## src/rtl/ws2812_pkg.sv

```systemverilog
// Shared WS2812 definitions: transmit commands, line timing,
// ns-to-cycles conversion and the receive state encoding.
package ws2812_pkg;

  typedef enum logic [1:0] {
    CMD_IDLE,
    CMD_TX,
    CMD_RESET
  } cmd_e;

  localparam int T0H_NS        = 400;
  localparam int T1H_NS        = 800;
  localparam int BIT_THRESH_NS = 600;
  localparam int MIN_HIGH_NS   = 200;
  localparam int MAX_HIGH_NS   = 1500;
  localparam int RESET_LOW_NS  = 50000;

  // Whole clock cycles in ns at clk_khz, never below one.
  function automatic int cycles_from_ns(
    input int ns,
    input int clk_khz
  );
    longint c;
    c = (longint'(ns) * longint'(clk_khz)) / 64'sd1000000;
    return (c < 1) ? 1 : int'(c);
  endfunction

  typedef enum logic [1:0] {
    SYNC,
    IDLE,
    HIGH,
    LOW
  } rx_state_e;

endpackage

```

## src/rtl/ws2812_rx_decoder_if.sv

```systemverilog
// Decoded pixel stream and frame status leaving the receiver.
// master drives it, slave consumes it.
interface ws2812_rx_decoder_if #(
  parameter int PIX_W = 8
);
  logic [7:0]       r;
  logic [7:0]       g;
  logic [7:0]       b;
  logic             pixel_valid;
  logic [PIX_W-1:0] pixel_index;
  logic             frame_done;
  logic             error;
  logic             in_sync;

  modport master (
    output r, g, b,
    output pixel_valid, pixel_index,
    output frame_done, error, in_sync
  );

  modport slave (
    input r, g, b,
    input pixel_valid, pixel_index,
    input frame_done, error, in_sync
  );
endinterface

```

## src/rtl/ws2812_rx_sync_edge.sv

```systemverilog
// Two-flop synchronizer for the serial line plus
// rise/fall detection on the synchronized level.
module ws2812_rx_sync_edge (
  input  logic clk,
  input  logic rst,
  input  logic din,
  output logic ds,
  output logic rise,
  output logic fall
);

  logic [1:0] meta;
  logic       prev;

  // Synchronizer chain and previous-sample register.
  always_ff @(posedge clk) begin
    if (rst) begin
      meta <= '0;
      prev <= 1'b0;
    end else begin
      meta <= {meta[0], din};
      prev <= meta[1];
    end
  end

  assign ds   = meta[1];
  assign rise = ds & ~prev;
  assign fall = ~ds & prev;

endmodule

```

## src/rtl/ws2812_rx_decoder.sv

```systemverilog
// WS2812 receiver: pulse-width bit decode, GRB pixel
// assembly and reset-gap frame delimiting.
module ws2812_rx_decoder
  import ws2812_pkg::*;
#(
  parameter int CLK_FREQ_KHZ = 10000,
  parameter int PIX_W        = 8
) (
  input  logic clk,
  input  logic rst,
  input  logic din,
  ws2812_rx_decoder_if.master px
);

  localparam int MIN_HIGH =
    cycles_from_ns(MIN_HIGH_NS, CLK_FREQ_KHZ);
  localparam int BIT_THRESH =
    cycles_from_ns(BIT_THRESH_NS, CLK_FREQ_KHZ);
  localparam int MAX_HIGH =
    cycles_from_ns(MAX_HIGH_NS, CLK_FREQ_KHZ);
  localparam int RESET_LOW =
    cycles_from_ns(RESET_LOW_NS, CLK_FREQ_KHZ);
  localparam int CW = $clog2(RESET_LOW + 1);

  typedef logic [CW-1:0] cnt_t;

  localparam cnt_t MIN_C  = cnt_t'(MIN_HIGH);
  localparam cnt_t THR_C  = cnt_t'(BIT_THRESH);
  localparam cnt_t MAX_C  = cnt_t'(MAX_HIGH);
  localparam cnt_t RL_C   = cnt_t'(RESET_LOW);
  localparam cnt_t RL1_C  = cnt_t'(RESET_LOW - 1);
  localparam cnt_t ONE_C  = cnt_t'(1);

  logic ds;
  logic rise;
  logic fall;

  ws2812_rx_sync_edge u_sync (
    .clk  (clk),
    .rst  (rst),
    .din  (din),
    .ds   (ds),
    .rise (rise),
    .fall (fall)
  );

  rx_state_e        state, state_n;
  cnt_t             hi_cnt, hi_n;
  cnt_t             lo_cnt, lo_n;
  cnt_t             lo_inc;
  logic [4:0]       bit_cnt, bit_n;
  logic [PIX_W-1:0] pix_cnt, pix_n;
  logic [23:0]      sr, sr_n;
  logic [7:0]       r_q, r_n;
  logic [7:0]       g_q, g_n;
  logic [7:0]       b_q, b_n;
  logic [PIX_W-1:0] idx_q, idx_n;
  logic             pv_q, pv_n;
  logic             fd_q, fd_n;
  logic             err_q, err_n;

  assign lo_inc = (lo_cnt >= RL_C) ? lo_cnt
                                   : lo_cnt + ONE_C;

  // State, counters and held pixel outputs.
  always_ff @(posedge clk) begin
    if (rst) begin
      state   <= SYNC;
      hi_cnt  <= '0;
      lo_cnt  <= '0;
      bit_cnt <= '0;
      pix_cnt <= '0;
      sr      <= '0;
      r_q     <= '0;
      g_q     <= '0;
      b_q     <= '0;
      idx_q   <= '0;
      pv_q    <= 1'b0;
      fd_q    <= 1'b0;
      err_q   <= 1'b0;
    end else begin
      state   <= state_n;
      hi_cnt  <= hi_n;
      lo_cnt  <= lo_n;
      bit_cnt <= bit_n;
      pix_cnt <= pix_n;
      sr      <= sr_n;
      r_q     <= r_n;
      g_q     <= g_n;
      b_q     <= b_n;
      idx_q   <= idx_n;
      pv_q    <= pv_n;
      fd_q    <= fd_n;
      err_q   <= err_n;
    end
  end

  // Next state: pulse measurement, bit shift, gap detect.
  always_comb begin
    state_n = state;
    hi_n    = hi_cnt;
    lo_n    = lo_cnt;
    bit_n   = bit_cnt;
    pix_n   = pix_cnt;
    sr_n    = sr;
    r_n     = r_q;
    g_n     = g_q;
    b_n     = b_q;
    idx_n   = idx_q;
    pv_n    = 1'b0;
    fd_n    = 1'b0;
    err_n   = 1'b0;
    unique case (state)
      SYNC: begin
        if (ds) begin
          lo_n = '0;
        end else begin
          lo_n = lo_inc;
          if (lo_cnt >= RL1_C) state_n = IDLE;
        end
      end
      IDLE: begin
        bit_n = '0;
        pix_n = '0;
        if (rise) begin
          state_n = HIGH;
          hi_n    = ONE_C;
        end else if (!ds) begin
          lo_n = lo_inc;
        end
      end
      HIGH: begin
        if (fall) begin
          if (hi_cnt < MIN_C) begin
            err_n   = 1'b1;
            state_n = SYNC;
            lo_n    = '0;
          end else begin
            sr_n    = {sr[22:0], hi_cnt >= THR_C};
            state_n = LOW;
            lo_n    = ONE_C;
            if (bit_cnt == 5'd23) begin
              r_n   = sr_n[15:8];
              g_n   = sr_n[23:16];
              b_n   = sr_n[7:0];
              pv_n  = 1'b1;
              idx_n = pix_cnt;
              pix_n = pix_cnt + 1'b1;
              bit_n = '0;
            end else begin
              bit_n = bit_cnt + 5'd1;
            end
          end
        end else begin
          hi_n = hi_cnt + ONE_C;
          if (hi_cnt >= MAX_C) begin
            err_n   = 1'b1;
            state_n = SYNC;
            lo_n    = '0;
          end
        end
      end
      LOW: begin
        if (rise) begin
          state_n = HIGH;
          hi_n    = ONE_C;
        end else begin
          lo_n = lo_inc;
          if (lo_cnt >= RL1_C) begin
            fd_n    = 1'b1;
            err_n   = (bit_cnt != '0);
            bit_n   = '0;
            state_n = IDLE;
          end
        end
      end
      default: state_n = SYNC;
    endcase
  end

  assign px.r           = r_q;
  assign px.g           = g_q;
  assign px.b           = b_q;
  assign px.pixel_valid = pv_q;
  assign px.pixel_index = idx_q;
  assign px.frame_done  = fd_q;
  assign px.error       = err_q;
  assign px.in_sync     = (state != SYNC);

endmodule

```

## src/flat_wrapper.sv

```systemverilog
// flat-port wrapper written by rule: the top's interface ports become plain ports
module ws2812_rx_decoder_flat import ws2812_pkg::*;
#(
  parameter int CLK_FREQ_KHZ = 10000,
  parameter int PIX_W        = 8
)
  (clk, rst, din, px_r, px_g, px_b, px_pixel_valid, px_pixel_index, px_frame_done, px_error, px_in_sync);
  ws2812_rx_decoder_if #(.PIX_W(PIX_W)) px_i ();
  input  logic clk;
  input  logic rst;
  input  logic din;
  output wire logic [$bits(px_i.r)-1:0] px_r;
  output wire logic [$bits(px_i.g)-1:0] px_g;
  output wire logic [$bits(px_i.b)-1:0] px_b;
  output wire logic [$bits(px_i.pixel_valid)-1:0] px_pixel_valid;
  output wire logic [$bits(px_i.pixel_index)-1:0] px_pixel_index;
  output wire logic [$bits(px_i.frame_done)-1:0] px_frame_done;
  output wire logic [$bits(px_i.error)-1:0] px_error;
  output wire logic [$bits(px_i.in_sync)-1:0] px_in_sync;
  assign px_r = px_i.r;
  assign px_g = px_i.g;
  assign px_b = px_i.b;
  assign px_pixel_valid = px_i.pixel_valid;
  assign px_pixel_index = px_i.pixel_index;
  assign px_frame_done = px_i.frame_done;
  assign px_error = px_i.error;
  assign px_in_sync = px_i.in_sync;
  ws2812_rx_decoder #(.CLK_FREQ_KHZ(CLK_FREQ_KHZ), .PIX_W(PIX_W)) u_core (.clk(clk), .rst(rst), .din(din), .px(px_i));
endmodule
```

## config.mk

```make
export PLATFORM = sky130hd
export DESIGN_NAME = ws2812_rx_decoder_flat
export DESIGN_NICKNAME = d
export VERILOG_FILES = /design/src/rtl/ws2812_pkg.sv /design/src/rtl/ws2812_rx_decoder_if.sv /design/src/rtl/ws2812_rx_sync_edge.sv /design/src/rtl/ws2812_rx_decoder.sv /design/src/flat_wrapper.sv
export SDC_FILE = /design/constraint.sdc
export NUM_CORES = 1
export LEC_CHECK = 0
export ABC_AREA = 1
export BUFFER_PORTS_ARGS = -buffer_cell sky130_fd_sc_hd__buf_4
export CAP_MARGIN = 30
export CELL_PAD_IN_SITES_DETAIL_PLACEMENT = 0
export CELL_PAD_IN_SITES_GLOBAL_PLACEMENT = 2
export CORE_ASPECT_RATIO = 0.8
export CORE_MARGIN = 4
export CORE_UTILIZATION = 37
export DETAILED_ROUTE_END_ITERATION = 10
export PLACE_DENSITY = 0.93
export SLEW_MARGIN = 40
export SYNTH_ARGS = -nofsm -noshare
export SYNTH_HDL_FRONTEND = slang
export SYNTH_SLANG_ARGS = --single-unit
```

## constraint.sdc

```tcl
create_clock -name clk -period 3 [get_ports clk]
set_input_delay 0.3 -clock clk [delete_from_list [all_inputs] [get_ports clk]]
set_output_delay 0.3 -clock clk [all_outputs]
set_load 0.05 [all_outputs]
```

==> results.ini, run 1 <==
[outcome]
status=completed

[floorplan]
io_pins=39
rows=34
die_area_um2=13000
start_util=0.380
die_h_um=103
die_w_um=126
core_um2=10900

[clocking]
clock-sinks=94
clock-root-buffer=clkbuf_16
ctsResizeCount=0
path_clk_slew_ns=0.07
post_cts_buffers=0
ctsHoldBuffers=0
cts.path.max_buffers=2
h-tree-depth=3
clk_latency_ns=0.34
cts_buffers=9
cts_tree=done

[yosys]
synthAdderAreaFrac=0.0211
synth_top_family_by_area=simple AND/OR/NAND/NOR gates
yosys_warnings=0
syn_avg_cell_area_um2=7.46
synth-xor-area-share=0.00843
synth.area.mux_share=0
synthSimpleGateAreaFrac=0.282
synth-seq-cells=94
synth_compound_area_frac=0.146
syn_nets=567
synth_seq_area_share=0.453
ys_top_cells_by_area=dfxtp_1, nand2_1, a21oi_1
synth_area_um2=4150
synth_cell_types=33
yosysTopAreaCell=dfxtp_1
syn_inst=557
synth_top_area_frac=0.453

[final_layout]
layout-area-overhead-vs-synth_pct=15.2
drive_gt1_frac=0.160
utilization=0.438
diodes=0
nNetsFinal=594
seqCellArea_um2=1880
multiInputGateArea_um2=1900
fillers=1106

[critical_path]
timing.rr.start=u_core.hi_cnt[7]$_SDFFE_PP0P_
crit_type=flip-flop to flip-flop
rrSetupSlack_ns=0.78
endpoint_kind=flip-flop
cp-start-kind=flip-flop
path_max_fanout=39
crit_required_ns=3.23
r2r_cells=10
cp.arrival_ns=2.45
r2r_end=u_core.pix_cnt[3]$_SDFFE_PP0P_
startpoint=u_core.hi_cnt[7]$_SDFFE_PP0P_

[placement]
gp_congestion=0.831
io_buffers=38
dp_hpwl_um=6720

[global_routing]
grt_max_degree=40
grt_overflow=0
grt_pass1_wl_um=16300
antenna_found_initial=0
grt_pass1_vias=3288
grt_use_total=0.153

[power]
p_switching_mw=0.729
power_mw=2.72
internal_power_mw=1.99
ir_drop_uv=284
p_comb_frac=0.101
swShare=0.268
p_per_area_nw_per_um2=569
leakage_nw=1.98
seq_power_share=0.476
clockPowerShare=0.423

[timing]
hold_viol=0
grt_setup_unrepaired=false
skew_ns=0.00762
setup_tns_ns=0
period_needed_ns=2.22
fin_crit_sh=0.741
fmax_mhz=450
slew_viol_final=0
slew_headroom=0.523
tightest_slew_ns=0.715
setup_viol=0

[routing]
dr.first_iter.drc_count=215
via_count=3591
drtPass1Iterations=4
wl_per_cell_um=13.4
ant_nets=0
drc=0
routed_wl_um=9790
drt-vias-per-instance=4.90

[hold_path]
holdPathEnd=u_core.u_sync.meta[0]$_SDFF_PP0_
holdPathStages=3
hold_class=primary input to flip-flop
min-delay-start=din

[flow_run]
maxCapViolCount=0

-- cell type report --
cell class,instances,share of cell area
sequential,94,0.393
timing repair buffer,39,0.0612
clock inverter,7,0.0152
inverter,61,0.0479
multi-input combinational,379,0.398
tap,144,0.0377
clock buffer,9,0.0471
-- through the flow --
stage	std cells	worst slack, ns	cell area (um^2)	hold WS (ns)
2_1_floorplan	557	1.52	4150	0.388
3_5_place_dp	717	0.775	4490	0.414
5_1_grt	733	0.500	4780	0.174
3_3_place_gp	717	0.835	4490	0.414
4_1_cts	733	0.755	4780	0.147
6_report	733	0.776	4780	0.155
-- power by group through the flow --
stage | clock network (mW) | registers [mW] | logic [mW]
3_3_place_gp | 0 | 1.32 | 0.271
4_1_cts | 1.18 | 1.30 | 0.276
5_1_grt | 1.23 | 1.30 | 0.311
3_5_place_dp | 0 | 1.32 | 0.274
6_report | 1.15 | 1.30 | 0.274
2_1_floorplan | 0 | 1.31 | 0.222
-- state kept, by name, summed over array words and instances, names as in the netlist, 2 cells and up --
| signal | cells |
|---|---|
| u_core.sr | 23 |
| u_core.hi_cnt | 9 |
| u_core.lo_cnt | 9 |
| u_core.pix_cnt | 8 |
| u_core.px.b | 8 |
| u_core.px.g | 8 |
| u_core.px.pixel_index | 8 |
| u_core.px.r | 8 |
| u_core.bit_cnt | 5 |
| u_core.state | 2 |
| u_core.u_sync.meta | 2 |
-- cells in the final DEF, fill, tap and decap left out, drive strengths merged, types with 3 or more instances in the layout --
master	n
nor3	8
buf	39
nand4	10
nor2	76
a31oi	3
clkinv	3
nand2	103
nand3	46
o21ai	59
a21oi	54
clkbuf	9
inv	62
dfxtp	94
nand3b	3
ha	7
-- cell usage after synthesis --
master and number:
dfxtp_1 94, nand2_1 90, nor2_1 63, a21oi_1 53
inv_1 53, o21ai_0 48, nand3_1 46, o21ai_1 11
nand2_2 10, nand4_1 9, nor2_2 9, buf_2 8
inv_2 8, nor3_1 8, ha_1 7, clkbuf_1 5
buf_4 4, buf_6 4, nor2_4 4, a31oi_1 3
nand2_4 3, and3_1 2, buf_1 2, nand3b_1 2
xnor2_1 2, xor2_1 2, a21oi_2 1, nand3b_2 1
nand4_4 1, nor3b_1 1, o211a_1 1, o21a_2 1
or2_2 1
-- worst max-delay path by stage --
| stage | endpoint | slack, ns | cells past startpoint |
|---|---|---|---|
| floorplan | u_core.lo_cnt[0]$_SDFFE_PP0P_ | 1.52 | 12 |
| global placement | u_core.pix_cnt[4]$_SDFFE_PP0P_ | 0.84 | 10 |
| detailed placement | u_core.pix_cnt[2]$_SDFFE_PP0P_ | 0.77 | 10 |
| CTS | u_core.pix_cnt[2]$_SDFFE_PP0P_ | 0.75 | 10 |
| global route | u_core.pix_cnt[6]$_SDFFE_PP0P_ | 0.50 | 10 |
| finish | u_core.pix_cnt[3]$_SDFFE_PP0P_ | 0.78 | 10 |
-- critical path: stages, from the launching register on --
cell     delay [ns]
dfxtp_1        0.33
nor2_2         0.14
nand2_1        0.10
nor2_2         0.18
nor2_4         0.05
nand2_4        0.30
inv_2          0.22
nand2_4        0.35
nand2_2        0.19
a21oi_1        0.17
nor2_1         0.06
-- logic make-up after synthesis --
group                    Yosys count
AO/OA/AOI/OAI                    118
XOR/XNOR                           4
adder cells (fa/ha/maj)            7
buffers and inverters             84
flip-flops                        94
AND/OR/NAND/NOR                  250
-- metal layers --
layer | track usage | part of all wire
met1 | 0.217 | 0.53
met5 | 0 | 0
met4 | 0.0412 | 0.011
met2 | 0.234 | 0.42
met3 | 0.0388 | 0.039
Power figures use the tool's default switching activity.
==> run 2, diff against run 1 <==
--- a/config.mk
+++ b/config.mk
@@ -5,16 +5,16 @@
 export SDC_FILE = /design/constraint.sdc
 export NUM_CORES = 1
 export LEC_CHECK = 0
-export ABC_AREA = 1
+export ABC_AREA = 0
 export BUFFER_PORTS_ARGS = -buffer_cell sky130_fd_sc_hd__buf_4
 export CAP_MARGIN = 30
 export CELL_PAD_IN_SITES_DETAIL_PLACEMENT = 0
 export CELL_PAD_IN_SITES_GLOBAL_PLACEMENT = 2
 export CORE_ASPECT_RATIO = 0.8
 export CORE_MARGIN = 4
-export CORE_UTILIZATION = 37
+export CORE_UTILIZATION = 32
 export DETAILED_ROUTE_END_ITERATION = 10
-export PLACE_DENSITY = 0.93
+export PLACE_DENSITY = 0.83
 export SLEW_MARGIN = 40
 export SYNTH_ARGS = -nofsm -noshare
 export SYNTH_HDL_FRONTEND = slang
==> constraint.sdc (replaced) <==
create_clock -name clk -period 1.95 [get_ports clk]
set_input_delay 0.195 -clock clk [delete_from_list [all_inputs] [get_ports clk]]
set_output_delay 0.195 -clock clk [all_outputs]
set_load 0.05 [all_outputs]
==> run 2 against run 1 <==
Combinational power down 63%. Final cell count up 0.41%. Register-to-register slack worse by 0.69 ns. First-iteration DRC count up 48%. Utilization down 3.4 points. Hold slack worse by 0.097 ns. Design area up 8.3%. Die area up 15%. Global-route usage down 1.1 points. Clock power up 61%. Largest power group unchanged.
==> results.ini, run 2 <==
[final_layout]
final_area_um2=5180  ; +8.3%
nNetsFinal=566  ; -4.7%
diodes=0  ; unchanged
utilization=0.404  ; -0.0336
drive_gt1_frac=0.235  ; +0.0757
fillers=1344  ; +22%
layout-area-overhead-vs-synth_pct=24.0
seqCellArea_um2=1880  ; +0.13%
most-common-layout-cells=nand2_1, dfxtp_1, buf_4
multiInputGateArea_um2=2110  ; +11%
layout_commonest_cell=nand2_1
top_register=u_core.sr
reg.largest.list=u_core.sr x23, u_core.hi_cnt x9, u_core.lo_cnt x9
largest_reg_flops=23  ; unchanged

[floorplan]
start_util=0.326  ; -0.0543
io_pins=39  ; unchanged
die_w_um=136  ; +7.3%
die_area_um2=15000  ; +15%
rows=37  ; +8.8%
core_um2=12800  ; +17%
die_h_um=110  ; +7.2%

[timing]
setup_viol=0  ; unchanged
period_needed_ns=1.86  ; -0.359 ns
slew_viol_final=0  ; unchanged
hold_viol=0  ; unchanged
setup_tns_ns=0  ; unchanged
skew_ns=0.00795  ; +0.000329 ns
slew_headroom=0.518  ; -0.00469
fin_crit_sh=0.956  ; +0.215
tightest_slew_ns=0.705  ; -0.0104 ns
fmax_mhz=536  ; +19%
grt_setup_unrepaired=false

[critical_path]
cp.buffers_inverters=2  ; +1
cp-start-kind=flip-flop
cpMostUsedCell=buf_4
crit_required_ns=2.16  ; -1.07 ns
slowest_delay_ns=0.57  ; +0.22 ns
startpoint=u_core.hi_cnt[5]$_SDFFE_PP0P_
cp.arrival_ns=2.08  ; -0.37 ns
cp_top_family=simple AND/OR/NAND/NOR gates
cp_slowest_cell=or4_4
crit_type=flip-flop to flip-flop
path_max_fanout=4  ; -90%
timing.rr.start=u_core.hi_cnt[5]$_SDFFE_PP0P_
endpoint_kind=flip-flop
path_cells=or4_4 -> buf_4 -> a211oi_4 -> buf_4 -> a22o_1 -> o32ai_1

[global_routing]
grt_max_degree=38  ; -5.0%
grt_overflow=0  ; unchanged
grt_use_total=0.143  ; -0.0108
grt_pass1_wl_um=17300  ; +6.1%
antenna_found_initial=0  ; unchanged
grt_pass1_vias=3565  ; +8.4%

[routing]
routed_wl_um=10400  ; +5.9%
drtPass1Iterations=5  ; +1
ant_nets=0  ; unchanged
drt-vias-per-instance=5.06  ; +3.3%
wl_per_cell_um=14.1  ; +5.5%
drc=0  ; unchanged
via_count=3724  ; +3.7%
dr.first_iter.drc_count=319  ; +48%

[clocking]
path_clk_slew_ns=0.07  ; about the same
clock-root-buffer=clkbuf_16
clk_latency_ns=0.34  ; about the same
clock-sinks=94  ; unchanged
cts_buffers=9  ; unchanged
h-tree-depth=3  ; unchanged
cts_tree=done
cts.path.max_buffers=2  ; unchanged

[yosys]
syn_nets=508  ; -10%
syn_inst=498  ; -11%
yosysMostFrequentCell=nand2_1
synthFlopType=dfxtp_1
yosysTopAreaCell=dfxtp_1
yosys_warnings=0  ; unchanged
synth_edf_count=0  ; unchanged
synth-seq-cells=94  ; unchanged
ys_top_cells_by_area=dfxtp_1, nand2_1, a21oi_1
synth_cell_types=61  ; +85%
synth_seq_area_share=0.451  ; -0.00244
async_reset_ff_frac=0  ; unchanged
synth_common_cells=nand2_1, dfxtp_1, a21oi_1
syn_avg_cell_area_um2=8.39  ; +12%
synth_top_area_frac=0.451  ; -0.00244
synth_area_um2=4180  ; +0.54%

[placement]
io_buffers=38  ; unchanged
dp_hpwl_um=7200  ; +7.1%
gp_congestion=0.799  ; -3.8%
place_area_um2=4810  ; +7.3%

[power]
ir_drop_uv=428  ; +51%
power_mw=3.89  ; +43%
p_per_area_nw_per_um2=750  ; +32%
leakage_nw=1.80  ; -9.0%

[hold_path]
hold_class=primary input to flip-flop
min-delay-start=din

[outcome]
status=completed

[flow_run]
maxCapViolCount=0  ; unchanged

[run 2: worst paths after layout]
check        slack, ns  depth (start not counted)                               end
max               0.09                          6     u_core.lo_cnt[0]$_SDFFE_PP0P_
min               0.06                          2  u_core.u_sync.meta[0]$_SDFF_PP0_
max reg2reg       0.09                          6     u_core.lo_cnt[0]$_SDFFE_PP0P_
min reg2reg       0.46                          2       u_core.px.g[1]$_SDFFE_PP0P_
[run 2: worst reg2reg max path, delay by kind of cell (launching register included)]
family / cells / cell delay, ns
compound gates: 3 / 0.51
flops: 1 / 0.31
simple gates: 1 / 0.57
buf+inv: 2 / 0.35
[run 2: through the flow]
stage               hold WS, ns  std cells  setup slack, ns
floorplan                 0.323        498            0.160
global placement          0.409        716          0.00149
detailed placement        0.409        716          -0.0394
CTS                      0.0450        734           0.0339
global route              0.112        736           0.0144
finish                   0.0578        736           0.0854
[run 2: cells by family after synthesis]
group | after synthesis | synth area share
simple gates | 215 | 0.244
mux | 6 | 0.0147
fa+ha+maj | 7 | 0.0210
flops | 94 | 0.451
compound gates | 135 | 0.222
buf+inv | 41 | 0.0473
[run 2: routing by layer]
| layer | share of wire | GRT usage |
|---|---|---|
| met3 | 0.034 | 0.0290 |
| met1 | 0.51 | 0.199 |
| met2 | 0.44 | 0.225 |
| met5 | 0 | 0 |
| met4 | 0.013 | 0.0374 |
[run 2: cell type report]
cell class              instances  share of cell area
clock buffers                   9              0.0435
clock inverters                 7              0.0174
inverters                      11             0.00797
multi-input cells             363               0.408
flip-flops and latches         94               0.364
well taps                     175              0.0423
repair buffers                 77               0.117
[run 2: timing repair]
action	in CTS	in global routing
hold buffers	0	0
buffers inserted	2	2
cloned	0	0
pin swaps	1	2
gates resized for setup	1	7
setup endpoints to repair	4	32
[run 2: where the power goes]
part           internal (mW)  switching (mW)
combinational         0.0316          0.0693
clock                   1.02           0.829
sequential              1.93         0.00714
total                   2.98           0.905
